$ cat src/rtl/rem_recon.sv
// Rebuilds a dividend as q*b+r. Shift-add multiply, then one add; done after edge WIDTH+2, one request per WIDTH+3 cycles.
// start is taken only in IDLE and ignored while busy (no queuing); REM_RECON_CHECK_EN enables the err operand check.
module rem_recon #(
  parameter int WIDTH = 3
) (
  input  logic               clk,
  input  logic               rst_n,
  input  logic               start,
  input  logic [WIDTH-1:0]   q,
  input  logic [WIDTH-1:0]   b,
  input  logic [WIDTH-1:0]   r,
  output logic               busy,
  output logic               done,
  output logic [2*WIDTH-1:0] a_out,
  output logic               err
);

  localparam int CW = (WIDTH > 1) ? $clog2(WIDTH) : 1;

  typedef enum logic [1:0] {IDLE, MUL, ADD, DONE} state_t;

  state_t             state, state_nxt;
  logic [WIDTH-1:0]   q_sh;
  logic [WIDTH-1:0]   r_r;
  logic [2*WIDTH-1:0] mcand;
  logic [2*WIDTH-1:0] acc;
  logic [2*WIDTH-1:0] acc_sum;
  logic [CW-1:0]      cnt;
  logic               accept;
  logic               last_bit;

  always_ff @(posedge clk or negedge rst_n) begin
    if (!rst_n) state <= IDLE;
    else        state <= state_nxt;
  end

  always_comb begin
    state_nxt = state;
    accept    = 1'b0;
    last_bit  = (cnt == CW'(WIDTH - 1));
    case (state)
      IDLE: begin
        if (start) begin
          accept    = 1'b1;
          state_nxt = MUL;
        end
      end
      MUL:     if (last_bit) state_nxt = ADD;
      ADD:     state_nxt = DONE;
      DONE:    state_nxt = IDLE;
      default: state_nxt = IDLE;
    endcase
  end

  // Widest possible result is 2^(2W) - 2^W, so this sum never carries out.
  assign acc_sum = acc + {{WIDTH{1'b0}}, r_r};

  always_ff @(posedge clk or negedge rst_n) begin
    if (!rst_n) begin
      q_sh  <= '0;
      r_r   <= '0;
      mcand <= '0;
      acc   <= '0;
      cnt   <= '0;
      busy  <= 1'b0;
      done  <= 1'b0;
      a_out <= '0;
    end else begin
      done <= 1'b0;
      case (state)
        IDLE: begin
          if (accept) begin
            q_sh  <= q;
            r_r   <= r;
            mcand <= {{WIDTH{1'b0}}, b};
            acc   <= '0;
            cnt   <= '0;
            busy  <= 1'b1;
          end
        end
        MUL: begin
          // mcand always holds b << cnt; q_sh[0] is the current multiplier bit.
          if (q_sh[0]) acc <= acc + mcand;
          mcand <= mcand << 1;
          q_sh  <= q_sh >> 1;
          cnt   <= cnt + 1'b1;
        end
        ADD: begin
          acc   <= acc_sum;
          a_out <= acc_sum;
          done  <= 1'b1;
        end
        DONE:    busy <= 1'b0;
        default: ;
      endcase
    end
  end

`ifdef REM_RECON_CHECK_EN
  logic chk_r;

  always_ff @(posedge clk or negedge rst_n) begin
    if (!rst_n) begin
      chk_r <= 1'b0;
      err   <= 1'b0;
    end else begin
      if (accept)       chk_r <= (b == '0) || (r >= b);
      if (state == ADD) err   <= chk_r;
    end
  end
`else
  assign err = 1'b0;
`endif

endmodule
$ cat config.mk
export PLATFORM = sky130hd
export DESIGN_NAME = rem_recon
export DESIGN_NICKNAME = d
export VERILOG_FILES = /design/src/rtl/rem_recon.sv
export SDC_FILE = /design/constraint.sdc
export NUM_CORES = 1
export LEC_CHECK = 0
export BUFFER_PORTS_ARGS = -buffer_cell sky130_fd_sc_hd__buf_4
export CAP_MARGIN = 20
export CORE_MARGIN = 2
export CORE_UTILIZATION = 35
export CTS_CLUSTER_SIZE = 16
export DETAILED_ROUTE_END_ITERATION = 12
export GPL_TIMING_DRIVEN = 0
export SYNTH_ARGS = -nofsm -noshare
export SYNTH_HDL_FRONTEND = slang
export SYNTH_SLANG_ARGS = --single-unit
$ cat constraint.sdc
create_clock -name clk -period 2.5 [get_ports clk]
set_input_delay 0.375 -clock clk [delete_from_list [all_inputs] [get_ports clk]]
set_output_delay 0.375 -clock clk [all_outputs]
set_load 0.1 [all_outputs]
-- Word level (Yosys, flattened, before mapping)
Cells that the tools add are included.
- bits in registers: 30
- bits of input ports: 12
- $add $sub $neg: 3
- equal/unequal tests: 8
- multiplexer cells: 17
- reductions and logical operators: 9
- operators by type and width (operator ; number):
    $mux W6 ; 3
    $pmux W6 S3 ; 1
    $pmux W6 S2 ; 1
    $ne A2 B2 Y1 const B ; 4
    $pmux W2 S4 ; 1
    $reduce_and A2 Y1 ; 4
    $add A6 B3 Y6 ; 1
    $add A6 B6 Y6 ; 1
    $eq A2 B2 Y1 const B ; 3
    $mux W2 ; 3
    $pmux W3 S2 ; 1
    $mux W1 ; 4
    $pmux W2 S2 ; 1
    $reduce_bool A2 Y1 ; 2
    $mux W3 ; 1
    $reduce_and A3 Y1 ; 1
    $reduce_bool A3 Y1 ; 1
    $add A2 B1 Y2 const B ; 1
    $eq A2 B1 Y1 const B ; 1
    $logic_not A2 Y1 ; 1
    $pmux W1 S2 ; 1

-- Depth between registers and ports, before layout
Gate-level depths: netlist of run 1.
- word-level depth: 4
- gate-level depth with buffers: 9
- mapped depth without buffers: 7

-- Worst setup path after synthesis of run 1
Ideal clock, no wire load.
- path type: flip-flop to flip-flop
- start: register state[0]
- end: register acc[3]
- data arrival time: 1892 ps
- required time: 2437 ps
- path slack: 545 ps
- cell stages (with the launch flop): 10
- buffers on the path: 2
- clock period less this slack: 1955 ps
- path through: dfrtp_1 -> inv_1 -> ha_1 -> nor2b_4 -> buf_6 -> a211o_1 -> buf_6 -> or3_1 -> a21oi_1 -> a211o_2
- word-level cells in the longest chain between the ends: 4
- RTL lines (item ; RTL line ; source):
    from (decl) ; 22 ; state_t state, state_nxt;
    from (signal assigned) ; 34 ; else state <= state_nxt;
    $logic_not A2 Y1 ; 41, 70 ;
    $mux W1 ; 41 ; case (state)
    $ne A2 B2 Y1 (no line) ; - ;
    $reduce_and A3 Y1 (no line) ; - ;
    to (signal assigned) ; 83 ; if (q_sh[0]) acc <= acc + mcand;
    to (signal assigned) ; 89 ; acc <= acc_sum;
    to (decl) ; 26 ; logic [2*WIDTH-1:0] acc;
Several ways; a longest one is shown, not always the timed one.
A chain may end at the register's enable or synchronous reset.

-- Final worst setup path of run 1
- start: register state[1]
- end: register acc[3]
Same word-level chain as after synthesis.

==> results of run 1 <==
-- critical path, cell delays in order, from the launching register on --
cell      delay, ns
dfrtp_1        0.41
inv_1          0.11
ha_1           0.33
or2b_1         0.28
and2_1         0.16
clkbuf_1       0.19
nand4b_1       0.20
nor3_1         0.09
a211o_2        0.26
-- final cells by class --
class	instances	area (um^2)	area share
repair buffers	18	135	0.0655
multi-input cells	122	910	0.441
inverters	6	22.5	0.0109
clock buffers	5	68.8	0.0334
plain buffers	8	52.6	0.0255
well taps	67	83.8	0.0406
flip-flops and latches	30	751	0.364
clock inverters	3	40.0	0.0194
-- final timing paths --
kind,start,endpoint,slack (ns),cells after the start
worst max-delay path,state[1],acc[3],0.36,8
worst min-delay path,rst_n,state[1],0.01,1
worst max register to register,state[1],acc[3],0.36,8
worst min register to register,cnt[1],cnt[1],0.49,2
max in group asynchronous,rst_n,acc[2],2.21,1
min in group clk,r[0],r_r[0],0.32,2
-- flip-flops by register name (all words and copies together) (netlist names) --
signal  cells
a_out       6
cnt         2
q_sh        3
done        1
acc         6
r_r         3
mcand       6
state       2
busy        1
-- cell families (layout without fill, tap and decap cells) --
group | Yosys count | after routing | synth area share
other | 1 | 1 | 0.00216
flip-flops | 30 | 30 | 0.433
adder cells (fa/ha/maj) | 15 | 15 | 0.117
XOR/XNOR | 8 | 8 | 0.0404
multiplexers | 9 | 9 | 0.0577
AO/OA/AOI/OAI | 53 | 53 | 0.203
AND/OR/NAND/NOR | 36 | 36 | 0.105
buffers and inverters | 14 | 40 | 0.0433
-- power by group through the flow --
stage | Combinational, W | Clock, W | Sequential [W]
after global placement | 0.00162 | 0 | 0.000839
after CTS | 0.00164 | 0.000491 | 0.000835
after floorplan | 0.000887 | 0 | 0.00121
final | 0.00162 | 0.000482 | 0.000831
after detailed placement | 0.00163 | 0 | 0.000842
after global routing | 0.00179 | 0.000526 | 0.000863
-- metrics by stage --
| stage | total power (W) | utilization | cells | setup WS (ns) | instance area [um^2] |
|---|---|---|---|---|---|
| floorplan | 0.00210 | - | 166 | 0.545 | 1740 |
| global placement | 0.00246 | 0.411 | 251 | 0.363 | 1950 |
| detailed placement | 0.00247 | 0.411 | 251 | 0.366 | 1950 |
| CTS | 0.00296 | 0.434 | 259 | 0.344 | 2060 |
| global route | 0.00317 | 0.434 | 259 | 0.200 | 2060 |
| finish | 0.00293 | 0.434 | 259 | 0.361 | 2060 |
-- per-layer routing --
metal	part of all wire	wire length, um	global-route usage
met3	0.037	130	0.0407
met5	0	0	0
met2	0.47	1620	0.231
met1	0.47	1650	0.183
met4	0.021	72	0.0655
-- placed cells by master (no fill, tap or decap), types with 3 or more instances in the layout --
master    instances
dfrtp_1          30
o21ai_0          17
mux2_2            8
clkbuf_1          4
a22o_1            5
inv_1             6
a21o_1            4
ha_1             13
clkbuf_8          5
nand2_1          18
nor2b_1           3
a21oi_1           5
buf_4            20
and2b_1           3
a22oi_1           6
a31oi_1           6
nor2_1            4
xnor2_1           6
==> results_dict.tcl, run 1 <==
set metrics [dict create \
    grt_pass1_wl_mm 5.90 \
    start_kind "register" \
    grt_max_degree 31 \
    ios 21 \
    yosysSeqAreaShare 0.433 \
    drv_cap 0 \
    cp_data_arrival_time_ns 2.32 \
    slew_viol_final 0 \
    yosys_warnings 0 \
    status "completed" \
    p_leak_nw 1.00 \
    hold_slack_ns 0.0120 \
    cts_setup_buffers 0 \
    initialDrtViolationCount 75 \
    cts_buffers 5 \
    yosys-top-cells-count "30 x dfrtp_1, 18 x nand2_1, 17 x o21ai_0" \
    yosysTopAreaCell "dfrtp_1" \
    cts.sinks 30 \
    worstPathRequired_ns 2.68 \
    grt_remaining_overflow 0 \
    ctsResizeCount 0 \
    syn_to_final_growth_pct 18.9 \
    gp_congestion 0.777 \
    period_share 0.855 \
    p_int_w 0.00155 \
    post-route-drc-count 0 \
    power.share.clock 0.164 \
    slew_headroom 0.611 \
    ys_async_sr_fraction 1.00 \
    peakVddDrop_uv 611 \
    dieArea_um2 5540 \
    p_sw_w 0.00139 \
    hpwl_mm 2.53 \
    final_layout_size_suffix_gt1_frac 0.208 \
    antenna_found_initial 0 \
    clk_latency_ns 0.29 \
    syn_nets 193 \
    synthTopCellsByArea "dfrtp_1 43%, ha_1 9.4%, mux2_2 5.2%, o21ai_0 4.9%, nand2_1 3.9%" \
    finClkSkew_ns 0.00606 \
    insertedDiodeCount 0 \
    die_x_um 74.4 \
    report.final.setup_viol 0 \
    ys_ff_latch 30 \
    max_slew.worst_pin.slew_ns 0.583 \
    synthMostInstantiatedCell "dfrtp_1" \
    root_buffer "clkbuf_8" \
    synth_area_um2 1740 \
    layout.nets 218 \
    fin_tns_setup_ns 0 \
    endpoint_kind "register" \
    combPwrFrac 0.552 \
    die_h_um 74.4 \
    hold_path.class "in -> async" \
    antenna_left 0 \
    synth_cell_type_count 37 \
    postSynthAreaPerCell_um2 10.5 \
    clock_path_buffers 2 \
    hold_viol 0 \
    start_util 0.365 \
    cts_tree "yes" \
    via_count 1307 \
    synth-edff-count 0 \
    worstPathMaxFanout 9 \
    coreArea_um2 4750 \
    path_class "reg -> reg" \
    io_buffers 18 \
    grt_use_total 0.145 \
    post_drt_via_cell_ratio 5.05 \
    clk_pin_slew_ns 0.07 \
    yosys.area.top_type_share 0.433 \
    postCtsHoldBufs 0 \
    synth_flop_cell "dfrtp_1" \
    p_per_area_nw_per_um2 1420 \
    drtPass1Iterations 4 \
    n_fill_cell 467 \
    p_seq_frac 0.283 \
    htreeDepth 2 \
    min_period_ns 2.14 \
    finalWirelength_mm 3.48 \
    first_global_vias 1221 \
    wire_per_inst_um 13.4 \
    rsz0062_at_grt "no" \
    clock.fmax_ghz 0.468 \
    postSynthCellCount 166 \
    num_rows 25 \
    p_sw_frac 0.473 \
]
(Power assumes the default switching activity.)
==> run 2, diff against run 1 <==
--- a/config.mk
+++ b/config.mk
@@ -7,11 +7,14 @@
 export LEC_CHECK = 0
 export BUFFER_PORTS_ARGS = -buffer_cell sky130_fd_sc_hd__buf_4
 export CAP_MARGIN = 20
+export CELL_PAD_IN_SITES_DETAIL_PLACEMENT = 0
+export CELL_PAD_IN_SITES_GLOBAL_PLACEMENT = 1
 export CORE_MARGIN = 2
-export CORE_UTILIZATION = 35
+export CORE_UTILIZATION = 45
 export CTS_CLUSTER_SIZE = 16
 export DETAILED_ROUTE_END_ITERATION = 12
 export GPL_TIMING_DRIVEN = 0
+export PLACE_DENSITY_LB_ADDON = 0.1
 export SYNTH_ARGS = -nofsm -noshare
 export SYNTH_HDL_FRONTEND = slang
 export SYNTH_SLANG_ARGS = --single-unit
==> results_dict.tcl, run 2 (synthesis results as in run 1) <==
set metrics [dict create \
    status "completed" \
    initialDrtViolationCount 35 \
    num_rows 22 \
    cts_tree "yes" \
    layout_commonest_cell "dfrtp_1" \
    antenna_found_initial 0 \
    grt_remaining_overflow 0 \
    layout.nets 218 \
    cts.sinks 30 \
    cp_num_buf_inv 3 \
    slowest_delay_ns 0.40 \
    fin_tns_setup_ns 0 \
    finClkSkew_ns 0.00677 \
    root_buffer "clkbuf_8" \
    clk_latency_ns 0.28 \
    drv_cap 0 \
    ios 21 \
    cp_top_family "compound AO/OA/AOI/OAI gates" \
    hold_path.class "in -> async" \
    critical-path-slowest-cell "dfrtp_1" \
    finalWirelength_mm 3.50 \
    path_cells "inv_1 -> ha_1 -> nor2b_4 -> buf_6 -> a211o_1 -> buf_6 -> or3_1 -> a21oi_1 -> a211o_2" \
    final_layout_size_suffix_gt1_frac 0.208 \
    first_global_vias 1252 \
    clock_path_buffers 2 \
    insertedDiodeCount 0 \
    post-route-drc-count 0 \
    max_slew.worst_pin.slew_ns 0.562 \
    gp_congestion 0.763 \
    worstPathMaxFanout 10 \
    peakVddDrop_uv 810 \
    clock.fmax_ghz 0.462 \
    dieArea_um2 4370 \
    hold_viol 0 \
    fin_util 0.553 \
    coreArea_um2 3690 \
    cts_buffers 5 \
    die_x_um 66.1 \
    die_h_um 66.1 \
    drtPass1Iterations 4 \
    report.final.setup_viol 0 \
    grt_use_total 0.187 \
    worstPathRequired_ns 2.72 \
    layout_common_cells "30 x dfrtp_1, 20 x buf_4, 18 x nand2_1" \
    period_share 0.866 \
    fin_ws_ns 0.336 \
    ctsResizeCount 0 \
    clk_pin_slew_ns 0.07 \
    worst_path_most_repeated_cell "buf_6" \
    syn_to_final_growth_pct 17.5 \
    hpwl_mm 2.55 \
    start_util 0.470 \
    min_period_ns 2.16 \
    antenna_left 0 \
    endpoint_kind "register" \
    post_drt_via_cell_ratio 5.36 \
    cp_data_arrival_time_ns 2.39 \
    slew_viol_final 0 \
    htreeDepth 2 \
    grt_max_degree 31 \
    start_kind "register" \
    slew_headroom 0.625 \
    place_ws_ns 0.354 \
    io_buffers 18 \
    reg.largest.list "a_out (6), acc (6), mcand (6)" \
    rsz0062_at_grt "no" \
    path_class "reg -> reg" \
    p_leak_nw 1.00 \
    finalPower_w 0.00294 \
    p_per_area_nw_per_um2 1440 \
    cts_setup_buffers 0 \
    grt_pass1_wl_mm 6.03 \
    wire_per_inst_um 14.6 \
    postCtsHoldBufs 0 \
    via_count 1286 \
]
## run 2: final cells by class
type,instances,area (um^2)
repair buffers,18,135
inverters,6,22.5
fillers,339,1650
clock inverters,3,40.0
multi-input cells,122,910
clock buffers,5,68.8
flip-flops and latches,30,751
plain buffers,8,52.6
well taps,48,60.1
## run 2: through the flow
step,hold slack (ns),cell area [um^2],cells
finish,0.0152,2040,240
global route,0.0336,2040,240
CTS,0.0206,2040,240
detailed placement,0.330,1930,232
global placement,0.324,1930,232
floorplan,0.0794,1740,166
## run 2: worst paths after layout
kind                           from  endpoint  slack [ns]  cells past startpoint
max in group asynchronous     rst_n    cnt[1]        2.20                      1
hold / removal                rst_n    r_r[2]        0.02                      1
setup reg to reg           state[0]    acc[3]        0.34                      9
min in group clk               r[1]    r_r[1]        0.32                      2
setup / recovery           state[0]    acc[3]        0.34                      9
hold reg to reg              cnt[0]    cnt[0]        0.49                      1
## run 2: report_power, final
part | switching, W | internal, W
clock | 0.000177 | 0.000293
sequential | 0.000162 | 0.000679
combinational | 0.00105 | 0.000576
total | 0.00139 | 0.00155
## run 2: layer usage
layer  global-route usage  routed length, um
met1                0.235               1650
met2                0.313               1680
met4               0.0612                 51
met3               0.0511                113
met5                    0                  0
==> run 3, diff against run 2 <==
--- a/config.mk
+++ b/config.mk
@@ -9,9 +9,9 @@
 export CAP_MARGIN = 20
 export CELL_PAD_IN_SITES_DETAIL_PLACEMENT = 0
 export CELL_PAD_IN_SITES_GLOBAL_PLACEMENT = 1
-export CORE_MARGIN = 2
+export CORE_ASPECT_RATIO = 1.75
 export CORE_UTILIZATION = 45
-export CTS_CLUSTER_SIZE = 16
+export CTS_CLUSTER_SIZE = 40
 export DETAILED_ROUTE_END_ITERATION = 12
 export GPL_TIMING_DRIVEN = 0
 export PLACE_DENSITY_LB_ADDON = 0.1
==> results_dict.tcl, run 3 (synthesis results as in run 1) <==
set metrics [dict create \
    status "completed" \
    hold_viol 0 \
    gp_congestion 0.797 \
    clock.fmax_ghz 0.458 \
    clock_path_buffers 2 \
    cts_setup_buffers 0 \
    p_per_area_nw_per_um2 1440 \
    report.final.setup_viol 0 \
    clk_pin_slew_ns 0.07 \
    fin_ws_ns 0.318 \
    worstPathMaxFanout 9 \
    path_class "reg -> reg" \
    finClkSkew_ns 0.0105 \
    final_layout_size_suffix_gt1_frac 0.203 \
    reg.largest.list "a_out (6), acc (6), mcand (6)" \
    antenna_found_initial 0 \
    rsz0062_at_grt "no" \
    insertedDiodeCount 0 \
    root_buffer "clkbuf_8" \
    fin_tns_setup_ns 0 \
    coreArea_um2 3660 \
    p_leak_nw 0.994 \
    grt_pass1_wl_mm 6.45 \
    grt_max_degree 31 \
    initialDrtViolationCount 33 \
    io_buffers 18 \
    place_ws_ns 0.314 \
    hold_path.class "in -> async" \
    ctsResizeCount 0 \
    dieArea_um2 4120 \
    drtPass1Iterations 4 \
    via_count 1316 \
    grt_remaining_overflow 0 \
    drv_cap 0 \
    postCtsHoldBufs 0 \
    start_util 0.474 \
    cp_data_arrival_time_ns 2.35 \
    ios 21 \
    start_kind "register" \
    worstPathRequired_ns 2.67 \
    hold_slack_ns 0.00338 \
    die_x_um 48.9 \
    layout_commonest_cell "dfrtp_1" \
    cts_buffers 5 \
    max_slew.worst_pin.slew_ns 0.584 \
    slew_viol_final 0 \
    peakVddDrop_uv 801 \
    cts.sinks 30 \
    clk_latency_ns 0.29 \
    hpwl_mm 2.82 \
    grt_use_total 0.208 \
    wire_per_inst_um 16.0 \
    fin_util 0.551 \
    first_global_vias 1402 \
    endpoint_kind "register" \
    layout_common_cells "30 x dfrtp_1, 20 x buf_4, 18 x nand2_1" \
    min_period_ns 2.18 \
    post-route-drc-count 0 \
    htreeDepth 2 \
    layout.nets 218 \
    num_rows 29 \
    cts_tree "yes" \
    finalWirelength_mm 3.81 \
    die_h_um 84.2 \
    syn_to_final_growth_pct 16.4 \
    post_drt_via_cell_ratio 5.53 \
    slew_headroom 0.611 \
    antenna_left 0 \
    period_share 0.873 \
]
## run 3: changes by cell type in the layout (fill, tap and decap cells not counted), sizes merged
cell / before / now
clkinv: 2 / 1
bufinv: 1 / 0
clkbuf: 9 / 11
## run 3: metal layers
metal,global-route usage,part of all wire,vias up
met5,0,0,-
met4,0.128,0.032,0
met3,0.0326,0.024,12
met2,0.379,0.54,26
met1,0.218,0.41,641
li1,-,-,637
## run 3: layout make-up
| cell class | instances | area, um^2 |
|---|---|---|
| Tap cell | 46 | 57.6 |
| Fill cell | 339 | 1650 |
| Sequential cell | 30 | 751 |
| Inverter | 6 | 22.5 |
| Multi-Input combinational cell | 122 | 910 |
| Buffer | 8 | 52.6 |
| Timing Repair Buffer | 18 | 135 |
| Clock buffer | 7 | 86.3 |
| Clock inverter | 1 | 5.00 |
## run 3: path summary, 6_finish.rpt
path	startpoint	end	slack, ns	cells after the start
setup reg to reg	state[0]	acc[3]	0.32	8
min in group clk	r[0]	r_r[0]	0.32	2
max in group asynchronous	rst_n	state[1]	2.20	1
hold reg to reg	cnt[1]	cnt[1]	0.49	2
setup / recovery	state[0]	acc[3]	0.32	8
hold / removal	rst_n	a_out[0]	0.003	1
## run 3: power by group
part / leakage [nW] / switching (W) / internal, W / total, W
Clock: 0.0482 / 0.000181 / 0.000222 / 0.000402
Sequential: 0.387 / 0.000165 / 0.000679 / 0.000844
Combinational: 0.558 / 0.00108 / 0.000578 / 0.00165
Total: 0.994 / 0.00142 / 0.00148 / 0.00290
## run 3: worst max-delay path, cell delays in order (launching register included)
cell and delay (ns):
dfrtp_1 0.42, inv_1 0.10, ha_1 0.33, or2b_1 0.28, and2_1 0.15, clkbuf_1 0.21
nand4b_1 0.22, nor3_1 0.09, a211o_2 0.26
## run 3: stage by stage
| step | total power [W] | instances | cell area [um^2] |
|---|---|---|---|
| finish | 0.00290 | 238 | 2020 |
| global route | 0.00308 | 238 | 2020 |
| CTS | 0.00291 | 238 | 2020 |
| detailed placement | 0.00250 | 230 | 1930 |
| global placement | 0.00244 | 230 | 1930 |
| floorplan | 0.00210 | 166 | 1740 |
